===== src/rtl/game_sequencer.sv =====
`default_nettype none
// ============================================================================
// Module   : game_sequencer
// Brief    : Game-flow controller for the Space Invaders LCD datapath. It
//            sequences the start, play, wave-pause and game-over phases, and
//            keeps the score and the high score.
//            Optional feature macro: GAME_PAUSE_EN (pause/resume on start press).
// Revision : 1.0 - initial release
// ============================================================================
module game_sequencer #(
    parameter int WAVE_FRAMES = 60,
    parameter int OVER_FRAMES = 120,
    parameter int SCORE_MAX   = 9999
) (
    input  logic        clk,
    input  logic        rst,
    input  logic        frame_tick,
    input  logic        btn_start,
    input  logic [1:0]  plus_score,
    input  logic [2:0]  finished,
    output logic        enable_game,
    output logic        freeze,
    output logic        show_game_start,
    output logic        show_game_over,
    output logic [13:0] score,
    output logic [13:0] high_score,
    output logic [2:0]  game_state
);

    localparam logic [2:0] S_IDLE    = 3'd0;
    localparam logic [2:0] S_PLAY    = 3'd1;
    localparam logic [2:0] S_WAVE    = 3'd2;
    localparam logic [2:0] S_RESPAWN = 3'd3;
    localparam logic [2:0] S_OVER    = 3'd4;
`ifdef GAME_PAUSE_EN
    localparam logic [2:0] S_PAUSED  = 3'd5;
`endif

    localparam logic [7:0]  c_WAVE_TGT  = 8'(WAVE_FRAMES);
    localparam logic [7:0]  c_OVER_TGT  = 8'(OVER_FRAMES);
    localparam logic [14:0] c_SCORE_MAX = 15'(SCORE_MAX);

    logic [2:0]  r_state;
    logic [2:0]  w_state_next;
    logic        r_btn_d;
    logic        r_entry;
    logic [7:0]  r_frame_cnt;
    logic [7:0]  w_target;
    logic [8:0]  w_cnt_inc;
    logic        w_press;
    logic        w_wave_done;
    logic        w_over_done;
    logic [14:0] w_sum;
    logic [13:0] w_score_sat;
    logic        w_en_next;
    logic        w_fr_next;
    logic        w_ss_next;
    logic        w_so_next;
    logic        r_enable;
    logic        r_freeze;
    logic        r_show_start;
    logic        r_show_over;
    logic [13:0] r_score;
    logic [13:0] r_high_score;

    // Bit 2 of finished carries no meaning for this controller.
    logic w_unused_fin;
    assign w_unused_fin = finished[2];

    assign w_press = btn_start & ~r_btn_d;

    always_comb begin
        w_target = 8'd0;
        case (r_state)
            S_WAVE:  w_target = c_WAVE_TGT;
            S_OVER:  w_target = c_OVER_TGT;
            default: w_target = 8'd0;
        endcase
    end

    assign w_cnt_inc = {1'b0, r_frame_cnt} + 9'd1;

    // Wave exit counts the tick of the current cycle so the state moves one
    // clock after the final tick; game-over only trusts ticks already counted.
    assign w_wave_done = (r_frame_cnt >= c_WAVE_TGT) ||
                         (frame_tick && (w_cnt_inc >= {1'b0, c_WAVE_TGT}));
    assign w_over_done = (r_frame_cnt >= c_OVER_TGT);

    assign w_sum       = {1'b0, r_score} + {13'd0, plus_score};
    assign w_score_sat = (w_sum > c_SCORE_MAX) ? c_SCORE_MAX[13:0] : w_sum[13:0];

    // State register
    always_ff @(posedge clk or posedge rst) begin
        if (rst) begin
            r_state <= S_IDLE;
            r_entry <= 1'b0;
        end else begin
            r_state <= w_state_next;
            r_entry <= (w_state_next != r_state);
        end
    end

    // Next-state logic
    always_comb begin
        w_state_next = r_state;
        case (r_state)
            S_IDLE: begin
                if (w_press) w_state_next = S_RESPAWN;
            end
            S_RESPAWN: begin
                w_state_next = S_PLAY;
            end
            S_PLAY: begin
                if (finished[1])      w_state_next = S_OVER;
                else if (finished[0]) w_state_next = S_WAVE;
`ifdef GAME_PAUSE_EN
                else if (w_press)     w_state_next = S_PAUSED;
`endif
            end
            S_WAVE: begin
                if (w_wave_done) w_state_next = S_RESPAWN;
            end
            S_OVER: begin
                if (w_press && w_over_done) w_state_next = S_IDLE;
            end
`ifdef GAME_PAUSE_EN
            S_PAUSED: begin
                if (w_press) w_state_next = S_PLAY;
            end
`endif
            default: begin
                w_state_next = S_IDLE;
            end
        endcase
    end

    // Output decode from the next state so the registered flags track game_state
    always_comb begin
        w_en_next = 1'b0;
        w_fr_next = 1'b1;
        w_ss_next = 1'b0;
        w_so_next = 1'b0;
        case (w_state_next)
            S_IDLE: begin
                w_ss_next = 1'b1;
            end
            S_RESPAWN: begin
                w_en_next = 1'b0;
            end
            S_PLAY: begin
                w_en_next = 1'b1;
                w_fr_next = 1'b0;
            end
            S_WAVE: begin
                w_en_next = 1'b1;
            end
            S_OVER: begin
                w_en_next = 1'b1;
                w_so_next = 1'b1;
            end
`ifdef GAME_PAUSE_EN
            S_PAUSED: begin
                w_en_next = 1'b1;
            end
`endif
            default: begin
                w_ss_next = 1'b1;
            end
        endcase
    end

    always_ff @(posedge clk or posedge rst) begin
        if (rst) begin
            r_enable     <= 1'b0;
            r_freeze     <= 1'b1;
            r_show_start <= 1'b1;
            r_show_over  <= 1'b0;
        end else begin
            r_enable     <= w_en_next;
            r_freeze     <= w_fr_next;
            r_show_start <= w_ss_next;
            r_show_over  <= w_so_next;
        end
    end

    always_ff @(posedge clk or posedge rst) begin
        if (rst) begin
            r_btn_d     <= 1'b0;
            r_frame_cnt <= 8'd0;
        end else begin
            r_btn_d <= btn_start;
            if (w_state_next != r_state) begin
                r_frame_cnt <= 8'd0;
            end else if (frame_tick && (r_frame_cnt < w_target)) begin
                r_frame_cnt <= r_frame_cnt + 8'd1;
            end
        end
    end

    always_ff @(posedge clk or posedge rst) begin
        if (rst) begin
            r_score      <= 14'd0;
            r_high_score <= 14'd0;
        end else begin
            if ((r_state == S_IDLE) && w_press) begin
                r_score <= 14'd0;
            end else if (r_state == S_PLAY) begin
                r_score <= w_score_sat;
            end
            // Latch the best score once, on the first cycle of game-over
            if ((r_state == S_OVER) && r_entry && (r_score > r_high_score)) begin
                r_high_score <= r_score;
            end
        end
    end

    assign enable_game     = r_enable;
    assign freeze          = r_freeze;
    assign show_game_start = r_show_start;
    assign show_game_over  = r_show_over;
    assign score           = r_score;
    assign high_score      = r_high_score;
    assign game_state      = r_state;

endmodule
`default_nettype wire


===== config.mk =====
export PLATFORM = sky130hd
export DESIGN_NAME = game_sequencer
export DESIGN_NICKNAME = d
export VERILOG_FILES = /design/src/rtl/game_sequencer.sv
export SDC_FILE = /design/constraint.sdc
export NUM_CORES = 1
export LEC_CHECK = 0
export CORE_MARGIN = 2
export CORE_UTILIZATION = 50
export DETAILED_ROUTE_END_ITERATION = 10
export HOLD_SLACK_MARGIN = 0.03
export PLACE_DENSITY = 0.75
export SYNTH_ARGS = -nofsm -noshare
export SYNTH_HDL_FRONTEND = slang
export SYNTH_SLANG_ARGS = --single-unit

===== constraint.sdc =====
create_clock -name clk -period 3.5 [get_ports clk]
set_input_delay 0.7 -clock clk [delete_from_list [all_inputs] [get_ports clk]]
set_output_delay 0.7 -clock clk [all_outputs]
set_load 0.01 [all_outputs]

==> results of run 1 <==
-- cells in the final DEF (no fill, tap or decap), drive strengths merged, types with 5 or more instances in the layout --
master / n
a21oi: 17
a31oi: 9
nor3: 10
buf: 15
a21o: 6
nand3: 9
mux2: 11
o21ai: 8
ha: 22
nand2: 24
clkbuf: 7
mux2i: 5
clkdlybuf4s50: 42
nor2: 21
nand4: 9
xor2: 6
dfrtp: 43
inv: 25
-- through the flow --
stage               power [mW]  instances  utilization  hold slack [ns]
floorplan                 1.26        290            -            0.516
global placement          1.55        407        0.618            0.513
detailed placement        1.57        407        0.618            0.522
CTS                       1.99        415        0.639            0.541
global route              2.12        415        0.639            0.561
finish                    1.98        415        0.639            0.540
-- critical path: cells and delay by family --
kind / cells / cell delay, ns
fa+ha+maj: 2 / 0.44
simple gates: 3 / 0.73
buf+inv: 3 / 0.81
mux: 1 / 0.32
compound gates: 3 / 0.51
-- final timing paths --
path	end	slack [ns]	cells after the start
setup / recovery	score[8]	0.17	12
hold / removal	high_score[6]	0.54	1
setup reg to reg	score[8]	0.62	11
hold reg to reg	high_score[6]	0.54	1
max in group asynchronous	show_game_start	1.90	3
min in group asynchronous	high_score[0]	0.82	2
-- metal layers --
metal / routed length, um / track usage
met1: 2800 / 0.277
met2: 3120 / 0.367
met3: 358 / 0.0532
met4: 125 / 0.0828
met5: 0 / 0
-- logic make-up (layout without fill, tap and decap cells) --
logic type	Yosys count	count (layout)	synth area share
AOI/OAI and AO/OA	63	63	0.166
xor gates and xnor gates	8	8	0.0246
adders and majority gates	23	23	0.104
buffers and inverters	38	91	0.0572
DFF	45	45	0.397
muxes	16	16	0.0611
and+or+nand+nor	97	97	0.191
-- report_power, final --
part | internal (mW) | switching (mW) | total [mW] | leakage, nW
clock | 0.233 | 0.174 | 0.407 | 0.0585
combinational | 0.386 | 0.423 | 0.809 | 0.903
sequential | 0.619 | 0.142 | 0.761 | 0.602
-- state kept, by name (all words and copies together), names as in the netlist, 3 cells and up --
signal	cells
score	14
r_frame_cnt	8
game_state	3
high_score	14
-- cell type report --
type	count	area [sq um]
timing repair buffer	57	533
inverter	26	97.6
tap	72	90.1
fill	449	1990
clock buffer	7	86.3
sequential	45	1130
clock inverter	1	30.0
multi-input combinational	207	1550
==> reports/qor.txt, run 1 <==
RSZ-0062 raised after global routing: no
Flops & latches, synth: 45
Startpoint types: input pin
Largest net degree at the start of global routing: 28
# H-tree levels: 2
DR vias: 2373
DRC: 0
Total GRT Usage: 0.220
Setup TNS: 0 ns
Netlist cell types: 58
Area leader, netlist: dfrtp_1
Area contributors post-synth: dfrtp_1, ha_1, mux2_2
Dpl cell area: 3400 sq um
FFs w/ async S/R, synth: 1.00
Initial core utilization: 0.517
EDFF count, synth: 0
Min-delay worst type: flop to flop
Final period util: 0.950
CTS sink cnt: 45
Final setup margin: 0.174 ns
Mean Syn Cell Area: 9.81 sq um
Congestion Overflow GR: 0
Post-Syn Area: 2850 sq um
Total I/O pin count: 44
Kind of critical path: input pin to flop
Share of layout cells above drive strength 1: 0.137
Crit path max fanout: 4
Core area: 5510 sq um
Slowest-stage cell, CP: clkdlybuf4s50_1
Worst Setup SP: plus_score[0]
Critical-path cell list: clkdlybuf4s50_1, ha_1, fa_1, nand3_2, nor4_1, buf_4, mux2_2, or3_4, o21ai_4, buf_4, a21oi_1, o221a_1
Syn Nets: 322
Initial antenna violation count: 0
# diodes: 0
CTS Buf Count: 5
Least-Margin Pin Slew: 0.989 ns
Final non-filler cell area: 3520 sq um
Synth top cells by count: dfrtp_1, inv_1, nand2_1, ha_1, nor2_1
Post-detail-place hpwl: 4.66 mm
Clk root buf: clkbuf_8
Worst slack, placed: -0.109 ns
Synth top area share: 0.378
Die Wd: 79.4 um
Global-route wire length before repair: 10.9 mm
Tmin final: 3.33 ns
Worst Min Path Start: high_score[6]
First drt pass iteration count: 4
Hold-fix buffers at CTS: 0
Number of global-route vias before repair: 2386
Crit. End Element: flop
CTS tree: built
Clock Skew: 0.00472 ns
Outcome: completed
Mapped Cells: 290
Post-synthesis sequential area ratio: 0.397
Worst skew pair latency: 0.30 ns
Top-count cell post-synth: dfrtp_1
LEAKAGE: 1.56 nW
Final GP Congestion: 0.889
WP data arrival: 3.52 ns
Pwr/cell area: 561 nW/um^2
Post-CTS sizing: 0
Main flop type after synthesis: dfrtp_1
Area Growth Syn to Fin: 23.7%
Iteration-0 DRC Markers: 113
# setup viols final: 0
Row count: 27
Post-DR wirelength/cell: 15.4 um
Max_cap viols: 0
Clock Path Buffers: 2
Clock transition at path regs: 0.08 ns
Final hold violations: 0
Final ANT Viol Nets: 0
Yosys warning count: 0
CP Data Required Time: 3.69 ns
CP max stage delay: 0.47 ns
Routed wire length: 6.41 mm
Setup bufs post-CTS: 0
Top cell by count, worst path: buf_4
Nets: 374
PortBufs: 42
Max Clk Rate: 301 MHz
Die H: 79.4 um
Vias per inst: 5.72
Reg-to-reg critical path startpoint: score[0]
Final Max Slew Viols: 0
Die area: 6310 sq um
Worst slew margin: 0.337
Maximum VDD drop: 0.366 mV
(Power assumes the default switching activity.)
==> run 2, diff against run 1 <==
Settings changed: CELL_PAD_IN_SITES_DETAIL_PLACEMENT from default to 0, CELL_PAD_IN_SITES_GLOBAL_PLACEMENT from default to 2, CORE_UTILIZATION 50 to 34, PLACE_DENSITY 0.75 to default, PLACE_DENSITY_LB_ADDON from default to 0.1, SETUP_SLACK_MARGIN from default to 0.2, SLEW_MARGIN from default to 20.
==> run 2 against run 1 <==
First-iteration DRC count is 4.4% lower. Power is 2.1% lower. Core utilization is 20 points lower. Maximum frequency is 4.5% higher. Sequential share of layout area is 0.35 points lower. Die area is 44% higher. Register-to-register slack better by 0.06 ns. Count of clock-buffer cells in the layout stayed put. Combinational power is 1% lower. Via count stayed put.
==> reports/qor.txt, run 2 (same netlist as run 1, synthesis figures left out) <==
Outcome: completed (unchanged)
Max_cap viols: 0 (unchanged)
Reg power frac: 0.396 (was 0.385)
CTS sink cnt: 45 (unchanged)
Most common cell after layout, fill and taps aside: dfrtp_1 (unchanged)
Crit. End Element: flop (unchanged)
CTS Buf Count: 5 (unchanged)
Tmin final: 3.18 ns (was 3.33 ns)
WP data arrival: 3.38 ns (was 3.52 ns)
Core Util, Final: 0.435 (was 0.639)
Setup TNS: 0 ns (unchanged)
First drt pass iteration count: 5 (was 4)
Final ANT Viol Nets: 0 (unchanged)
Least-Margin Pin Slew: 0.821 ns (was 0.989 ns)
Min-delay worst type: flop to flop (unchanged)
RSZ-0062 raised after global routing: no (unchanged)
Final hold violations: 0 (unchanged)
Global-route wire length before repair: 11.8 mm (was 10.9 mm)
# diodes: 0 (unchanged)
Final Max Slew Viols: 0 (unchanged)
PortBufs: 42 (unchanged)
Internal power: 1.18 mW (was 1.24 mW)
Number of global-route vias before repair: 2355 (was 2386)
Pwr/cell area: 543 nW/um^2 (was 561 nW/um^2)
Total I/O pin count: 44 (unchanged)
Clock transition at path regs: 0.09 ns (was 0.08 ns)
Nets: 374 (unchanged)
Clk root buf: clkbuf_8 (unchanged)
Commonest non-fill, non-tap cells in the layout: dfrtp_1, clkdlybuf4s50_1, inv_1, nand2_1 (was dfrtp_1, clkdlybuf4s50_1, inv_1, nand2_1, ha_1)
Startpoint types: input pin (unchanged)
Iteration-0 DRC Markers: 108 (was 113)
Area Growth Syn to Fin: 25.1% (was 23.7%)
Maximum VDD drop: 0.248 mV (was 0.366 mV)
Switch Pwr: 749 uW (was 738 uW)
DR vias: 2373 (unchanged)
Die Wd: 95.5 um (was 79.4 um)
Final period util: 0.909 (was 0.950)
Clock Path Buffers: 2 (unchanged)
Total GRT Usage: 0.167 (was 0.220)
Worst skew pair latency: 0.31 ns (was 0.30 ns)
Largest net degree at the start of global routing: 46 (was 28)
Switching Share: 0.387 (was 0.374)
Worst slew margin: 0.453 (was 0.337)
Clk network pwr share: 0.191 (was 0.206)
Combinational power share: 0.413 (was 0.409)
Row count: 33 (was 27)
CTS tree: built (unchanged)
Core area: 8180 sq um (was 5510 sq um)
Congestion Overflow GR: 0 (unchanged)
Die H: 95.5 um (was 79.4 um)
Final GP Congestion: 0.811 (was 0.889)
Routed wire length: 6.96 mm (was 6.41 mm)
# H-tree levels: 2 (unchanged)
Clock Skew: 0.00369 ns (was 0.00472 ns)
Crit path max fanout: 5 (was 4)
Post-detail-place hpwl: 5.03 mm (was 4.66 mm)
CP Data Required Time: 3.70 ns (was 3.69 ns)
Share of layout cells above drive strength 1: 0.152 (was 0.137)
Final setup margin: 0.317 ns (was 0.174 ns)
Setup bufs post-CTS: 0 (unchanged)
LEAKAGE: 1.56 nW (about the same)
# setup viols final: 0 (unchanged)
Worst slack, placed: -0.118 ns (was -0.109 ns)
Kind of critical path: input pin to flop (unchanged)
Initial core utilization: 0.348 (was 0.517)
Post-DR wirelength/cell: 15.5 um (was 15.4 um)
Vias per inst: 5.30 (was 5.72)
Max Clk Rate: 314 MHz (was 301 MHz)
DRC: 0 (unchanged)
Die area: 9120 sq um (was 6310 sq um)
Initial antenna violation count: 0 (unchanged)
==> run 2: area by class of cell <==
cell class	count	area (sq um)
fill	844	4620
multi-input combinational	207	1570
sequential	45	1130
timing repair buffer	57	533
tap	105	131
inverter	26	98.8
clock buffer	7	96.3
clock inverter	1	5.00
==> run 2: final timing paths <==
check	from	end	slack (ns)	cells past startpoint
setup / recovery	plus_score[0]	score[2]	0.32	12
hold / removal	high_score[8]	high_score[8]	0.54	1
setup reg to reg	score[0]	score[2]	0.68	11
hold reg to reg	high_score[8]	high_score[8]	0.54	1
max in group asynchronous	rst	r_frame_cnt[6]	2.17	2
min in group asynchronous	rst	high_score[5]	0.82	2
==> run 2: power groups by stage <==
stage          combinational [mW]  sequential (mW)  clock, mW
2_1_floorplan               0.517            0.744          0
3_3_place_gp                0.813            0.779          0
3_5_place_dp                0.812            0.779          0
4_1_cts                     0.816            0.769      0.383
5_1_grt                     0.906            0.786      0.402
6_report                    0.799            0.766      0.369
==> run 2: critical path, cell delays in order <==
cell and delay, ns:
clkdlybuf4s50_1 0.46, ha_2 0.20, fa_2 0.24, nand3_2 0.09, nor4_2 0.17, buf_4 0.17
mux2_2 0.32, or3_4 0.34, o21ai_4 0.20, buf_4 0.17, a21oi_1 0.07, o221a_1 0.24
==> run 2: stage by stage <==
step | hold WS [ns] | instance area [sq um] | std cells | total power [mW]
final | 0.541 | 3560 | 448 | 1.93
after floorplan | 0.516 | 2850 | 290 | 1.26
after global routing | 0.567 | 3560 | 448 | 2.09
after CTS | 0.543 | 3550 | 448 | 1.97
after detailed placement | 0.522 | 3440 | 440 | 1.59
after global placement | 0.517 | 3440 | 440 | 1.59
==> run 2: routing by layer <==
layer,vias up,GRT usage,wire length (um)
met5,-,0,0
met4,0,0.0750,206
met3,16,0.0372,335
met2,58,0.276,3300
met1,1144,0.209,3120
li1,1155,-,-
==> run 2: what timing repair did <==
action | 4_1_cts | 5_1_grt
endpoints found under the setup margin | 0 | 9
gates resized for setup | 0 | 3
hold buffers | 0 | 0
